## config.mk

```make
export PLATFORM = sky130hd
export DESIGN_NAME = fetch_stage_flat
export DESIGN_NICKNAME = d
export VERILOG_FILES = /design/src/rtl/fetch_stage_if.sv /design/src/rtl/fetch_stage.sv /design/src/flat_wrapper.sv
export SDC_FILE = /design/constraint.sdc
export NUM_CORES = 1
export LEC_CHECK = 0
export BUFFER_PORTS_ARGS = -buffer_cell sky130_fd_sc_hd__buf_2
export CAP_MARGIN = 20
export CORE_MARGIN = 2
export CORE_UTILIZATION = 38
export CTS_CLUSTER_SIZE = 20
export DETAILED_ROUTE_END_ITERATION = 8
export HOLD_SLACK_MARGIN = 0.08
export SLEW_MARGIN = 5
export SYNTH_ARGS = -nofsm -noshare
export SYNTH_HDL_FRONTEND = slang
export SYNTH_SLANG_ARGS = --single-unit
```

## constraint.sdc

```tcl
create_clock -name clk -period 3.25 [get_ports clk]
set_input_delay 0.325 -clock clk [delete_from_list [all_inputs] [get_ports clk]]
set_output_delay 0.325 -clock clk [all_outputs]
set_load 0.05 [all_outputs]
```

## src/rtl/fetch_stage_if.sv

```systemverilog
// Fetch-stage bundle: Decode-side control, instruction-memory port and IF/ID outputs.
// master = fetch stage, slave = the surrounding pipeline and memory.
interface fetch_stage_if #(
   parameter int N = 32
);
   logic         Stall;
   logic         BranchTaken;
   logic [N-1:0] BranchTarget;
   logic         IMemReq;
   logic [N-1:0] IMemAddr;
   logic         IMemValid;
   logic [N-1:0] IMemData;
   logic [N-1:0] InstOut;
   logic [N-1:0] PCOut;
   logic         ValidOut;

   modport master (
      input  Stall, BranchTaken, BranchTarget, IMemValid, IMemData,
      output IMemReq, IMemAddr, InstOut, PCOut, ValidOut
   );

   modport slave (
      output Stall, BranchTaken, BranchTarget, IMemValid, IMemData,
      input  IMemReq, IMemAddr, InstOut, PCOut, ValidOut
   );
endinterface

```

## src/rtl/fetch_stage.sv

```systemverilog
// Instruction fetch stage: word-aligned sequential fetch with a one-entry skid
// buffer for Decode stalls and redirect handling that drains an in-flight request.
module fetch_stage #(
   parameter int N = 32
) (
   input  logic              clk,
   input  logic              rst,
   fetch_stage_if.master     bus,
   output logic [1:0]        dbg_state
);
   typedef enum logic [1:0] {
      S_FETCH = 2'd0,
      S_HOLD  = 2'd1,
      S_DRAIN = 2'd2
   } state_t;

   state_t       state_q, state_d;
   logic [N-1:0] pc_q, pc_d;
   logic [N-1:0] out_addr_q, out_addr_d;
   logic [N-1:0] buf_q, buf_d;
   logic [N-1:0] buf_pc_q, buf_pc_d;
   logic [N-1:0] inst_q, inst_d;
   logic [N-1:0] pc_out_q, pc_out_d;
   logic         valid_q, valid_d;

   logic         imem_req;
   logic         accept;
   logic [N-1:0] target;

   // Memory address must hold while a request is outstanding; DRAIN replays the
   // address captured when the redirect arrived, not the new PC.
   assign imem_req     = (state_q != S_HOLD);
   assign bus.IMemReq  = imem_req;
   assign bus.IMemAddr = (state_q == S_DRAIN) ? out_addr_q : pc_q;
   assign accept       = imem_req & bus.IMemValid;
   assign target       = bus.BranchTarget & ~{{(N-2){1'b0}}, 2'b11};

   assign bus.InstOut  = inst_q;
   assign bus.PCOut    = pc_out_q;
   assign bus.ValidOut = valid_q;
   assign dbg_state    = state_q;

   always_comb begin
      state_d    = state_q;
      pc_d       = pc_q;
      out_addr_d = out_addr_q;
      buf_d      = buf_q;
      buf_pc_d   = buf_pc_q;
      inst_d     = inst_q;
      pc_out_d   = pc_out_q;
      valid_d    = valid_q;

      if (bus.BranchTaken) begin
         pc_d    = target;
         valid_d = 1'b0;
         inst_d  = '0;
      end

      case (state_q)
         S_FETCH: begin
            out_addr_d = pc_q;
            if (bus.BranchTaken) begin
               state_d = accept ? S_FETCH : S_DRAIN;
            end else if (accept) begin
               pc_d = pc_q + N'(4);
               if (bus.Stall) begin
                  buf_d    = bus.IMemData;
                  buf_pc_d = pc_q;
                  state_d  = S_HOLD;
               end else begin
                  inst_d   = bus.IMemData;
                  pc_out_d = pc_q;
                  valid_d  = 1'b1;
               end
            end else if (!bus.Stall) begin
               valid_d = 1'b0;
               inst_d  = '0;
            end
         end
         S_HOLD: begin
            if (bus.BranchTaken) begin
               state_d = S_FETCH;
            end else if (!bus.Stall) begin
               inst_d   = buf_q;
               pc_out_d = buf_pc_q;
               valid_d  = 1'b1;
               state_d  = S_FETCH;
            end
         end
         S_DRAIN: begin
            // A further redirect only retargets PC; the old request still drains.
            if (!bus.BranchTaken && accept) state_d = S_FETCH;
         end
         default: state_d = S_FETCH;
      endcase
   end

   always_ff @(posedge clk or negedge rst) begin
      if (!rst) begin
         state_q    <= S_FETCH;
         pc_q       <= '0;
         out_addr_q <= '0;
         buf_q      <= '0;
         buf_pc_q   <= '0;
         inst_q     <= '0;
         pc_out_q   <= '0;
         valid_q    <= 1'b0;
      end else begin
         state_q    <= state_d;
         pc_q       <= pc_d;
         out_addr_q <= out_addr_d;
         buf_q      <= buf_d;
         buf_pc_q   <= buf_pc_d;
         inst_q     <= inst_d;
         pc_out_q   <= pc_out_d;
         valid_q    <= valid_d;
      end
   end
endmodule

```

## src/flat_wrapper.sv

```systemverilog
// flat-port wrapper written by rule: the top's interface ports become plain ports
module fetch_stage_flat 
#(
   parameter int N = 32
)
  (clk, rst, dbg_state, bus_Stall, bus_BranchTaken, bus_BranchTarget, bus_IMemValid, bus_IMemData, bus_IMemReq, bus_IMemAddr, bus_InstOut, bus_PCOut, bus_ValidOut);
  fetch_stage_if #(.N(N)) bus_i ();
  input  logic clk;
  input  logic rst;
  output logic [1:0] dbg_state;
  input wire logic [$bits(bus_i.Stall)-1:0] bus_Stall;
  input wire logic [$bits(bus_i.BranchTaken)-1:0] bus_BranchTaken;
  input wire logic [$bits(bus_i.BranchTarget)-1:0] bus_BranchTarget;
  input wire logic [$bits(bus_i.IMemValid)-1:0] bus_IMemValid;
  input wire logic [$bits(bus_i.IMemData)-1:0] bus_IMemData;
  output wire logic [$bits(bus_i.IMemReq)-1:0] bus_IMemReq;
  output wire logic [$bits(bus_i.IMemAddr)-1:0] bus_IMemAddr;
  output wire logic [$bits(bus_i.InstOut)-1:0] bus_InstOut;
  output wire logic [$bits(bus_i.PCOut)-1:0] bus_PCOut;
  output wire logic [$bits(bus_i.ValidOut)-1:0] bus_ValidOut;
  assign bus_i.Stall = bus_Stall;
  assign bus_i.BranchTaken = bus_BranchTaken;
  assign bus_i.BranchTarget = bus_BranchTarget;
  assign bus_i.IMemValid = bus_IMemValid;
  assign bus_i.IMemData = bus_IMemData;
  assign bus_IMemReq = bus_i.IMemReq;
  assign bus_IMemAddr = bus_i.IMemAddr;
  assign bus_InstOut = bus_i.InstOut;
  assign bus_PCOut = bus_i.PCOut;
  assign bus_ValidOut = bus_i.ValidOut;
  fetch_stage #(.N(N)) u_core (.clk(clk), .rst(rst), .bus(bus_i), .dbg_state(dbg_state));
endmodule
```

==> results_dict.tcl, run 1 <==
set metrics [dict create \
    fmax_mhz 385.2 \
    insertion_delay_ns 0.44 \
    drv_slew 0 \
    synth_ff_type "dfrtp_1" \
    ys_types 42 \
    grt_use_total_pct 18.87 \
    criticalPathCategory "reg2reg" \
    overflow 0 \
    drtPass1Iterations 8 \
    worstSetupEndpointType "register" \
    final.setup_skew_ns 0.01435 \
    fin_crit_ns 2.596 \
    instances_no_fill 1224 \
    chipWidth_um 154.9 \
    clock-sinks 195 \
    rows 55 \
    synth_cells 782 \
    cts_htree_levels 4 \
    cts_made_buffers 17 \
    die_area_sq_um 24000 \
    root_buffer "clkbuf_16" \
    setup_tns_ns 0 \
    leakage_nw 4.901 \
    tightest_slew_ns 0.8131 \
    cp.arrival_ns 2.94 \
    max-slew-margin-rel_pct 45.67 \
    vias_per_cell 5.328 \
    port_buffers 166 \
    drt_iter0_markers 531 \
    power-per-cell-area_nw_per_um2 691.9 \
    setup_viol 0 \
    finalHoldViolCount 0 \
    core_area_sq_um 22500 \
    vias 6522 \
    post-place-cells 1188 \
    syn_area_per_cell_sq_um 11.07 \
    final_layout_size_suffix_gt1_share_pct 36.65 \
    grt_pass1_vias 6370 \
    multi_input_area_sq_um 3441 \
    cp.required_ns 3.60 \
    yosysWarnings 0 \
    synth_nets 852 \
    drc_errors 0 \
    critPathMaxFanout 18 \
    dpl_cell_area_sq_um 9848 \
    finalCritPeriodShare_pct 79.88 \
    synth_seq_area_share_pct 56.37 \
    hold_slack_ns 0.1019 \
    synth_edf_count 0 \
    ctsResizeCount 0 \
    area_growth_pct 20.78 \
    grt_setup_unrepaired "false" \
    die-height_um 154.9 \
    status "completed" \
    wl_mm 21.84 \
    cts_buffer_depth 2 \
    gp_congestion 0.7631 \
    ff_latch_area_sq_um 4880 \
    netlist_area_sq_um 8657 \
    async_flop_share_pct 100.0 \
    antenna_found_initial 3 \
    dp_hpwl_mm 14.27 \
    start_util_pct 38.47 \
    clkSlewWorstSetupHoldPaths_ns 0.08 \
    final_cell_area_sq_um 10460 \
    grt_pass1_wl_mm 35.40 \
    cts_tree "built" \
    setup.worst_path.start_class "register" \
    ant_nets 0 \
    fillers 2120 \
    wl_per_cell_um 17.84 \
    maxCapViolCount 0 \
    holdCritPathClass "in2reg" \
    layout.nets 993 \
    synth-seq-cells 195 \
    post_cts_buffers 0 \
    grt_start_max_net_pins 81 \
    peakVddDrop_mv 0.3468 \
    num_io_pins 169 \
]
routing by layer:
| metal | track usage [%] | wire length [um] |
|---|---|---|
| met5 | 0 | 0 |
| met4 | 4.630 | 179 |
| met3 | 5.933 | 1635 |
| met2 | 29.84 | 10150 |
| met1 | 25.40 | 9877 |
path summary, 6_finish.rpt:
| check | slack [ns] | startpoint | cells past startpoint | endpoint |
|---|---|---|---|---|
| setup / recovery | 0.65 | u_core.dbg_state[0] | 4 | u_core.pc_q[23] |
| hold / removal | 0.10 | bus_IMemData[11] | 3 | u_core.bus.InstOut[11] |
| setup reg to reg | 0.65 | u_core.dbg_state[0] | 4 | u_core.pc_q[23] |
| hold reg to reg | 0.49 | u_core.buf_pc_q[5] | 2 | u_core.buf_pc_q[5] |
| max in group asynchronous | 1.97 | rst | 3 | u_core.out_addr_q[5] |
| min in group asynchronous | 0.50 | rst | 2 | u_core.bus.PCOut[25] |
area by class of cell:
type	count	area share, %
clock buffers	17	4.068
well taps	285	3.410
multi-input cells	484	32.91
repair buffers	184	9.824
flip-flops and latches	195	46.67
diodes	3	0.07180
inverters	41	1.472
clock inverters	15	1.580
critical path, cell delays in order, from the launching register on:
cell     delay (ns)
dfrtp_1        0.50
or3b_1         0.42
or4_1          0.82
or4_1          0.59
a31oi_1        0.18
cells in the final DEF, fill, tap and decap left out, types with 18 or more instances in the layout:
| master | synthesis | routed |
|---|---|---|
| a31oi_1 | 46 | 46 |
| inv_1 | 40 | 40 |
| o21ai_0 | 29 | 29 |
| dfrtp_1 | 195 | 195 |
| or4_1 | 18 | 18 |
| a222oi_1 | 32 | 32 |
| mux2_2 | 117 | 117 |
| buf_2 | 1 | 165 |
| nand2_1 | 93 | 93 |
| nor2_1 | 61 | 58 |
logic make-up after synthesis:
kind of cell,share of synthesized area (%)
and+or+nand+nor,12.17
xor gates and xnor gates,0.9106
adders and majority gates,0.2601
DFF,56.37
buffers and inverters,4.581
muxes,15.33
AOI/OAI and AO/OA,10.38
state kept, by name (all words and copies together) (netlist names):
register	cells
u_core.buf_q	32
u_core.dbg_state	2
u_core.pc_q	32
u_core.bus.PCOut	32
u_core.bus.InstOut	32
u_core.buf_pc_q	32
u_core.out_addr_q	32
u_core.bus.ValidOut	1
synthesized netlist by cell type (2+ instances only):
library cell  instances  share of area [%]
buf_1                 9               0.39
nor2b_1               3               0.22
nand3_1              14               0.81
or3_1                 6               0.43
and2_1                3               0.22
nor2_1               61                2.6
nor3_1                5               0.29
a21oi_1               6               0.35
a211oi_1              2               0.17
a31oi_1              46                3.3
or4_1                18                1.6
nand2_1              93                4.0
nand4_1               7               0.51
clkbuf_1             50                2.2
o21ai_0              29                1.7
mux2_2              117                 15
xnor2_1               7               0.71
nor4_1                7               0.51
inv_1                40                1.7
dfrtp_1             195                 56
a222oi_1             32                3.7
xor2_1                2               0.20
o31ai_1              11               0.95
power by group:
| group | switching [mW] | internal (mW) |
|---|---|---|
| Clock | 1.05 | 1.04 |
| Combinational | 1.30 | 0.644 |
| Sequential | 0.303 | 2.91 |
| Total | 2.65 | 4.59 |
metrics by stage:
step	worst slack [ns]	total power [mW]	util, %
after global routing	0.5335	7.614	46.44
after detailed placement	0.6698	5.219	43.76
after global placement	0.7112	5.174	43.76
after CTS	0.6481	7.321	46.43
after floorplan	0.4869	4.657	-
final	0.6539	7.235	46.47
timing repair:
action,4_1_cts,5_1_grt
setup endpoints to repair,0,0
hold endpoints to repair,78,0
hold buffers,1,0
Note: power is estimated with default switching activity, not from simulation.
==> run 2, diff against run 1 <==
- clock period: 3.25 -> 2.3 ns (I/O delays scaled with it)
==> results_dict.tcl, run 2 (synthesis results as in run 1) <==
set metrics [dict create \
    worstHoldStart "bus_BranchTarget[18]" \
    cts_made_buffers 17 \
    maxCapViolCount 0 \
    power-per-cell-area_nw_per_um2 921.4 \
    gr-usage-met3_pct 4.958 \
    critPathMaxFanout 6 \
    die-height_um 154.9 \
    chipWidth_um 154.9 \
    grt_start_max_net_pins 71 \
    fin_crit_ns 2.312 \
    drc_errors 0 \
    max-slew-margin-rel_pct 58.82 \
    worstSetupEndpointType "register" \
    layout.nets 1088 \
    cp_cell_sequence "or3b_4 > buf_6 > or4_4 > or4_1 > a31oi_1" \
    grt.met2_usage_pct 31.32 \
    cp.required_ns 2.66 \
    ant_nets 0 \
    rows 55 \
    drv_slew 0 \
    setup_tns_ns -0.03246 \
    layout_commonest_cell "dfrtp_1" \
    finalHoldViolCount 0 \
    clock-sinks 195 \
    final.setup_skew_ns 0.01128 \
    criticalPathCategory "reg2reg" \
    vias 6991 \
    post-place-cells 1220 \
    worstHoldEndpoint "u_core.pc_q[18]" \
    holdCritPathClass "in2reg" \
    antenna_found_initial 2 \
    cts_buffer_depth 2 \
    die_area_sq_um 24000 \
    port_buffers 166 \
    wl_per_cell_um 17.73 \
    drt_iter0_markers 601 \
    finalCritPeriodShare_pct 100.5 \
    final_layout_size_suffix_gt1_share_pct 38.41 \
    vias_per_cell 5.308 \
    leakage_nw 5.348 \
    area_growth_pct 31.80 \
    dp_hpwl_mm 14.92 \
    setup_viol 4 \
    overflow 0 \
    clkSlewWorstSetupHoldPaths_ns 0.07 \
    wl_mm 23.36 \
    cpPeakStageDelay_ns 0.59 \
    layout_common_cells "dfrtp_1 (193), buf_2 (165), mux2_2 (117)" \
    critPathSlowestCell "or4_4" \
    tightest_slew_ns 0.6176 \
    reg2reg_setup_slack_ns -0.01 \
    reg2regPathDepth 5 \
    grt_use_met1_pct 26.20 \
    grt_use_total_pct 19.47 \
    start_util_pct 38.47 \
    cp.arrival_ns 2.67 \
    cts_htree_levels 4 \
    core_area_sq_um 22500 \
    setup_ws_ns -0.01207 \
    grt_pass1_wl_mm 36.81 \
    fin_util_pct 50.70 \
    total_power_mw 10.51 \
    gp_congestion 0.7913 \
    min_path_cells 3 \
    fmax_mhz 432.5 \
    violations "negative setup slack" \
    cts_tree "built" \
    root_buffer "clkbuf_16" \
    drtPass1Iterations 6 \
    r2r_start "u_core.dbg_state[1]" \
    grt_setup_unrepaired "true" \
    num_io_pins 169 \
    setup.worst_path.start_class "register" \
    top_usage_layer "met2" \
    peakVddDrop_mv 0.4991 \
    r2r-end "u_core.pc_q[20]" \
    status "finished with violations" \
    grt_pass1_vias 6893 \
    insertion_delay_ns 0.43 \
    instances_no_fill 1317 \
]
run 2: worst max path at each step:
stage / to / from / slack, ns
6_report: u_core.pc_q[20] / u_core.dbg_state[1] / -0.01
5_1_grt: u_core.pc_q[15] / u_core.dbg_state[1] / -0.05
4_1_cts: u_core.pc_q[25] / u_core.dbg_state[0] / 0.005
3_5_place_dp: u_core.pc_q[25] / u_core.dbg_state[0] / 0.01
3_3_place_gp: u_core.pc_q[19] / u_core.dbg_state[0] / 0.07
2_1_floorplan: u_core.pc_q[11] / u_core.dbg_state[1] / -0.08
run 2: through the flow:
| stage | cell area [sq um] | worst slack, ns | hold WS [ns] |
|---|---|---|---|
| 6_report | 11410 | -0.01207 | 0.09535 |
| 2_1_floorplan | 8677 | -0.08095 | -0.06559 |
| 3_5_place_dp | 10110 | 0.01199 | 0.2783 |
| 3_3_place_gp | 10110 | 0.06892 | 0.2748 |
| 5_1_grt | 11410 | -0.04711 | 0.08824 |
| 4_1_cts | 11350 | 0.004615 | 0.08438 |
run 2: final cells by class:
| cell class | count | area [sq um] |
|---|---|---|
| Tap cell | 285 | 356.6 |
| Inverter | 41 | 153.9 |
| Timing Repair Buffer | 278 | 1914 |
| Fill cell | 2008 | 11090 |
| Multi-Input combinational cell | 485 | 3502 |
| Clock inverter | 15 | 172.7 |
| Clock buffer | 17 | 425.4 |
| Antenna cell | 1 | 2.502 |
| Sequential cell | 195 | 4882 |
run 2: timing repair:
action | 4_1_cts | 5_1_grt
gates resized for setup | 8 | 9
hold buffers | 56 | 0
endpoints found under the hold margin | 152 | 0
cloned | 1 | 1
setup endpoints to repair | 28 | 24
pin swaps | 3 | 20
setup buffers | 4 | 2
run 2: layer usage:
layer  up-vias  part of all wire, %
li1       3273                    -
met1      3487                   44
met2       211                   47
met3        18                  7.0
met4         2                  1.3
met5         -                0.056
run 2: worst max-delay path: cells and delay by family (launching register included):
kind	cells	cell delay, ns
AOI/OAI and AO/OA	1	0.16
buffers and inverters	1	0.14
DFF	1	0.41
and+or+nand+nor	3	1.53
run 2: where the power goes:
part / leakage [nW] / switching, mW / internal, mW
sequential: 2.36 / 0.395 / 4.11
clock: 0.297 / 1.41 / 1.64
combinational: 2.69 / 1.92 / 1.04
